==> src/rtl/serial_block_link.sv <==
// Byte-stream front end for a block-cipher core: parses 'K'/'D' commands, assembles
// key/plaintext, hands plaintext to the core and serialises the result back out.
module serial_block_link #(
  parameter int unsigned BLOCK_BYTES    = 16,
  parameter int unsigned KEY_BYTES      = 16,
  parameter logic [7:0]  CMD_KEY        = 8'h4B,
  parameter logic [7:0]  CMD_DATA       = 8'h44,
  parameter logic [7:0]  ACK_BYTE       = 8'h52,
  parameter logic [7:0]  ERR_BYTE       = 8'h45,
  parameter int unsigned TIMEOUT_CYCLES = 1000000
) (
  input  logic                     Clk,
  input  logic                     Rst,
  input  logic [7:0]               RxByte,
  input  logic                     RxValid,
  output logic [7:0]               TxByte,
  output logic                     TxValid,
  input  logic                     TxReady,
  output logic [8*KEY_BYTES-1:0]   Key,
  output logic                     KeyRy,
  output logic                     KeyLoad,
  output logic [8*BLOCK_BYTES-1:0] PT,
  output logic                     PTValid,
  input  logic                     PTReady,
  input  logic [8*BLOCK_BYTES-1:0] Result,
  input  logic                     ResultValid,
  output logic                     ResultReady,
  output logic                     Busy,
  output logic                     Overrun
);

  localparam int unsigned KeyW     = 8 * KEY_BYTES;
  localparam int unsigned BlkW     = 8 * BLOCK_BYTES;
  localparam int unsigned MaxBytes = (KEY_BYTES > BLOCK_BYTES) ? KEY_BYTES : BLOCK_BYTES;
  localparam int unsigned BufW     = 8 * MaxBytes;
  localparam int unsigned CntW     = $clog2(MaxBytes + 1);
  localparam int unsigned ToW      = $clog2(TIMEOUT_CYCLES);

  localparam logic [CntW-1:0] KeyLast = CntW'(KEY_BYTES - 1);
  localparam logic [CntW-1:0] BlkLast = CntW'(BLOCK_BYTES - 1);
  localparam logic [ToW-1:0]  ToLast  = ToW'(TIMEOUT_CYCLES - 1);

  typedef enum logic [2:0] {S_ACK, S_CMD, S_RX, S_PT, S_RES, S_TX, S_ERR} stateT;

  stateT            state;
  logic             isKey;
  logic [CntW-1:0]  byteCnt;
  logic [ToW-1:0]   toCnt;
  logic [BufW-1:0]  asmBuf;
  logic [BlkW-1:0]  txShift;
  logic [BufW-1:0]  shifted;

  // Big-endian assembly: earlier bytes migrate towards the MSB
  assign shifted = {asmBuf[BufW-9:0], RxByte};

  always_ff @(posedge Clk or posedge Rst) begin
    if (Rst) begin
      state       <= S_ACK;
      isKey       <= 1'b0;
      byteCnt     <= '0;
      toCnt       <= '0;
      asmBuf      <= '0;
      txShift     <= '0;
      TxByte      <= '0;
      TxValid     <= 1'b0;
      Key         <= '0;
      KeyRy       <= 1'b0;
      KeyLoad     <= 1'b0;
      PT          <= '0;
      PTValid     <= 1'b0;
      ResultReady <= 1'b0;
      Busy        <= 1'b1;
      Overrun     <= 1'b0;
    end else begin
      KeyLoad <= 1'b0;
      if (RxValid && state != S_CMD && state != S_RX) Overrun <= 1'b1;

      case (state)
        S_ACK: begin
          if (TxValid && TxReady) begin
            TxValid <= 1'b0;
            Overrun <= 1'b0;
            Busy    <= 1'b0;
            state   <= S_CMD;
          end else if (!TxValid) begin
            TxValid <= 1'b1;
            TxByte  <= ACK_BYTE;
          end
        end

        S_CMD: begin
          if (RxValid) begin
            Busy    <= 1'b1;
            byteCnt <= '0;
            toCnt   <= '0;
            asmBuf  <= '0;
            if (RxByte == CMD_KEY) begin
              isKey <= 1'b1;
              state <= S_RX;
            end else if (RxByte == CMD_DATA) begin
              isKey <= 1'b0;
              state <= S_RX;
            end else begin
              state <= S_ERR;
            end
          end
        end

        S_RX: begin
          if (RxValid) begin
            asmBuf <= shifted;
            toCnt  <= '0;
            if (byteCnt == (isKey ? KeyLast : BlkLast)) begin
              if (isKey) begin
                Key     <= shifted[KeyW-1:0];
                KeyLoad <= 1'b1;
                KeyRy   <= 1'b1;
                state   <= S_ACK;
              end else begin
                PT      <= shifted[BlkW-1:0];
                PTValid <= 1'b1;
                state   <= S_PT;
              end
            end else begin
              byteCnt <= byteCnt + CntW'(1);
            end
          end else if (toCnt == ToLast) begin
            asmBuf <= '0;
            toCnt  <= '0;
            state  <= S_ERR;
          end else begin
            toCnt <= toCnt + ToW'(1);
          end
        end

        S_PT: begin
          if (PTReady) begin
            PTValid     <= 1'b0;
            ResultReady <= 1'b1;
            state       <= S_RES;
          end
        end

        S_RES: begin
          if (ResultValid) begin
            ResultReady <= 1'b0;
            TxByte      <= Result[BlkW-1 -: 8];
            txShift     <= {Result[BlkW-9:0], 8'h00};
            TxValid     <= 1'b1;
            byteCnt     <= '0;
            state       <= S_TX;
          end
        end

        S_TX: begin
          if (TxReady) begin
            if (byteCnt == BlkLast) begin
              TxValid <= 1'b0;
              state   <= S_ACK;
            end else begin
              TxByte  <= txShift[BlkW-1 -: 8];
              txShift <= {txShift[BlkW-9:0], 8'h00};
              byteCnt <= byteCnt + CntW'(1);
            end
          end
        end

        S_ERR: begin
          if (TxValid && TxReady) begin
            TxValid <= 1'b0;
            Busy    <= 1'b0;
            state   <= S_CMD;
          end else if (!TxValid) begin
            TxValid <= 1'b1;
            TxByte  <= ERR_BYTE;
          end
        end

        default: state <= S_ACK;
      endcase
    end
  end

endmodule

==> config.mk <==
export PLATFORM = sky130hd
export DESIGN_NAME = serial_block_link
export DESIGN_NICKNAME = d
export VERILOG_FILES = /design/src/rtl/serial_block_link.sv
export SDC_FILE = /design/constraint.sdc
export NUM_CORES = 1
export LEC_CHECK = 0
export ABC_CLOCK_PERIOD_IN_PS = 18810
export CORE_AREA = 5 5 228 252
export DETAILED_ROUTE_END_ITERATION = 7
export DIE_AREA = 0 0 233 257
export MAX_ROUTING_LAYER = met4
export PLACE_DENSITY = 0.66
export SLEW_MARGIN = 5
export SYNTH_ARGS = -nofsm -noshare
export SYNTH_HDL_FRONTEND = slang
export SYNTH_SLANG_ARGS = --single-unit
==> constraint.sdc <==
create_clock -name Clk -period 18.81 [get_ports Clk]
set_input_delay 2.8215 -clock Clk [delete_from_list [all_inputs] [get_ports Clk]]
set_output_delay 2.8215 -clock Clk [all_outputs]
set_load 0.01 [all_outputs]
==> flow_metrics.env <==
export IMPL_dieArea_mm2=0.05988
export IMPL_grt_pass1_vias=14740
export IMPL_postCtsHoldBufs=0
export IMPL_drt_first_pass_iters=5
export IMPL_yosysTopAreaCell="dfrtp_1"
export IMPL_numCtsBuffers=55
export IMPL_grt_pass1_wl_um=88730
export IMPL_power_share_sequential=0.459
export IMPL_overflow=0
export IMPL_gp_congestion=0.8124
export IMPL_finalCritPeriodShare=0.3116
export IMPL_core_mm2=0.05450
export IMPL_syn_nets=1740
export IMPL_vias_per_cell=5.149
export IMPL_hold_slack_ns=0.4659
export IMPL_dr_total_vias=14210
export IMPL_grt_antenna_before_repair=8
export IMPL_relSlewSlack=0.2388
export IMPL_cts_tree="done"
export IMPL_nets=2121
export IMPL_die_h_um=257
export IMPL_ant_nets=0
export IMPL_status="completed"
export IMPL_port_buffers=412
export IMPL_critPathLaunchType="primary input"
export IMPL_hold_class="flip-flop to flip-flop"
export IMPL_fin_area_mm2=0.02808
export IMPL_cts_repair_resized=0
export IMPL_async_reset_ff_frac=1.000
export IMPL_path_max_fanout=66
export IMPL_pwr_share_comb=0.199
export IMPL_placementRows=90
export IMPL_fin_skew_ns=0.02996
export IMPL_post_cts_buffers=0
export IMPL_p_sw_mw=0.9404
export IMPL_setup_viol=0
export IMPL_crit_path_max_incr_delay_ns=0.87
export IMPL_hold_viol=0
export IMPL_rsz0062_at_grt="false"
export IMPL_cts_clk_slew_worst_paths_ns=0.06
export IMPL_worst_pin_slew_ns=1.142
export IMPL_drv_cap=0
export IMPL_synth_cell_types=50
export IMPL_synthFlopType="dfrtp_1"
export IMPL_synth_top_area_frac=0.6251
export IMPL_power_leakage_nw=13.70
export IMPL_synth_edf_count=0
export IMPL_grt_max_degree=118
export IMPL_yosysSeqAreaShare=0.6263
export IMPL_drv_slew=0
export IMPL_drt_initial_drc_count=949
export IMPL_max_vdd_ir_drop_mv=0.07866
export IMPL_start_util=0.3959
export IMPL_synth_area_top_cells="dfrtp_1 (63%), mux2_2 (14%), mux2i_1 (5.5%), a22o_1 (5.3%), o21ai_0 (2.9%)"
export IMPL_synthToLayoutAreaGrowth_pct=30.15
export IMPL_power_density_mw_per_mm2=111.5
export IMPL_synth_seq_cells=540
export IMPL_post_dp_hpwl_um=39670
export IMPL_fin_setup_tns_ns=0
export IMPL_syn_area_per_cell_um2=13.53
export IMPL_detail_route_wl_per_cell_um=20.59
export IMPL_crit_chain="clkdlybuf4s50_1 -> and4bb_4 -> nand3_4 -> buf_4 -> mux2_2"
export IMPL_intPower_mw=2.190
export IMPL_ioPinCount=413
export IMPL_critPathKind="primary input to flip-flop"
export IMPL_die_width_um=233
export IMPL_wl_um=56800
export IMPL_cts_sinks=540
export IMPL_nFillCells=4765
export IMPL_swShare=0.3004
export IMPL_total_power_mw=3.131
export IMPL_required_ns=19.29
export IMPL_fmax_ghz=0.1706
export IMPL_cts_buffer_depth=3
export IMPL_syn_area_mm2=0.02158
export IMPL_worstPathArrival_ns=6.34
export IMPL_end_kind="flip-flop"
export IMPL_clock_latency_ns=0.61
export IMPL_finalCriticalPeriod_ns=5.862
export IMPL_placed_cell_area_mm2=0.02628
export IMPL_synth_cells=1595
export IMPL_p_clk_frac=0.342
export IMPL_critPathSlowestCell="nand3_4"
export IMPL_drc=0
export IMPL_drive_above_1_share=0.1881
export IMPL_cts_root_buf="clkbuf_16"
export IMPL_yosys_warnings=0
export IMPL_grt_usage=0.1929
export IMPL_path_delay_family="simple AND/OR/NAND/NOR gates"
export IMPL_critical_path_buf_inv_count=2
export IMPL_htreeDepth=2
cells in the final DEF, fill, tap and decap left out, drive strengths merged, types with 8 or more instances in the layout:
cell	synthesis	final
a21oi	12	12
mux2	267	267
nor2	28	28
a31oi	9	9
nand2	139	139
clkinv	0	12
clkbuf	49	78
dfrtp	539	539
o21ai	125	125
clkdlybuf4s50	0	412
buf	57	18
inv	13	14
diode	0	8
nor3	10	10
nand3	12	12
a22o	131	131
nand4	9	9
mux2i	118	118
nand2b	9	9
per-stage QoR:
stage / cells / worst slack, ns / util
CTS: 2751 / 12.94 / 0.5149
floorplan: 1595 / 0.8964 / -
global route: 2759 / 12.79 / 0.5153
global placement: 2655 / 12.38 / 0.4822
finish: 2759 / 12.95 / 0.5153
detailed placement: 2655 / 12.29 / 0.4822
sequential cells by signal, indices dropped and copies added (netlist names):
register,flops
txShift,120
KeyRy,1
byteCnt,5
ResultReady,1
PT,128
asmBuf,120
KeyLoad,1
Key,128
Busy,1
TxValid,1
TxByte,8
toCnt,20
PTValid,1
state,3
Overrun,1
isKey,1
cells in the mapped netlist (all sizes together) (2+ instances only):
| library cell | count |
|---|---|
| a21oi | 12 |
| a21boi | 4 |
| nor4 | 3 |
| nand3 | 12 |
| clkbuf | 49 |
| o31ai | 3 |
| or4 | 2 |
| inv | 13 |
| buf | 57 |
| a31oi | 9 |
| xor2 | 4 |
| mux2 | 267 |
| dfrtp | 539 |
| o22ai | 3 |
| or4b | 3 |
| nand4 | 9 |
| nor2b | 3 |
| nor3b | 3 |
| nor3 | 10 |
| a21o | 3 |
| nand2 | 139 |
| a32oi | 2 |
| and3 | 3 |
| nand3b | 4 |
| o211ai | 2 |
| and4 | 3 |
| nor2 | 28 |
| mux2i | 118 |
| nand2b | 9 |
| or3 | 3 |
| xnor2 | 4 |
| o21ai | 125 |
| ha | 3 |
| a22o | 131 |
worst paths after layout:
check	cells after the start	start	slack (ns)	endpoint
setup / recovery	5	RxValid	12.95	Key[5]
setup reg to reg	4	state[2]	14.99	Key[5]
min in group asynchronous	2	Rst	2.73	PT[6]
max in group asynchronous	4	Rst	13.60	asmBuf[49]
hold / removal	1	KeyRy	0.47	KeyRy
hold reg to reg	1	KeyRy	0.47	KeyRy
power groups by stage:
stage	registers [mW]	clock network, mW	logic (mW)
final	1.44	1.07	0.621
after global routing	1.46	1.15	0.707
after CTS	1.44	1.10	0.635
after detailed placement	1.46	0	0.633
after global placement	1.46	0	0.618
after floorplan	1.41	0	0.493
layout make-up:
type | count | area, um^2 | share of cell area
Tap cell | 736 | 920.9 | 0.03279
Sequential cell | 540 | 13510 | 0.4812
Multi-Input combinational cell | 936 | 7528 | 0.2681
Antenna cell | 8 | 20.02 | 0.0007129
Timing Repair Buffer | 430 | 4259 | 0.1517
Clock inverter | 18 | 201.4 | 0.007173
Inverter | 13 | 56.30 | 0.002005
Clock buffer | 78 | 1583 | 0.05636
cells by family after synthesis:
family	after synthesis	share of synthesized area
buf+inv	119	0.02662
fa+ha+maj	3	0.001740
xor+xnor	8	0.003247
compound gates	303	0.09799
flops	540	0.6263
simple gates	237	0.05004
mux	385	0.1941
worst reg2reg max path: stages (launching register included):
cell,delay [ns]
dfrtp_1,0.62
and4bb_4,0.95
nand3_4,0.93
buf_4,0.75
mux2_2,0.46
metal layers:
layer | vias to the layer above | global-route usage | part of all wire
li1 | 6528 | - | -
met1 | 7175 | 0.2452 | 0.41
met2 | 422 | 0.2997 | 0.47
met3 | 81 | 0.06781 | 0.090
met4 | 0 | 0.04530 | 0.024
met5 | - | - | 0
Note: power is estimated with default switching activity, not from simulation.
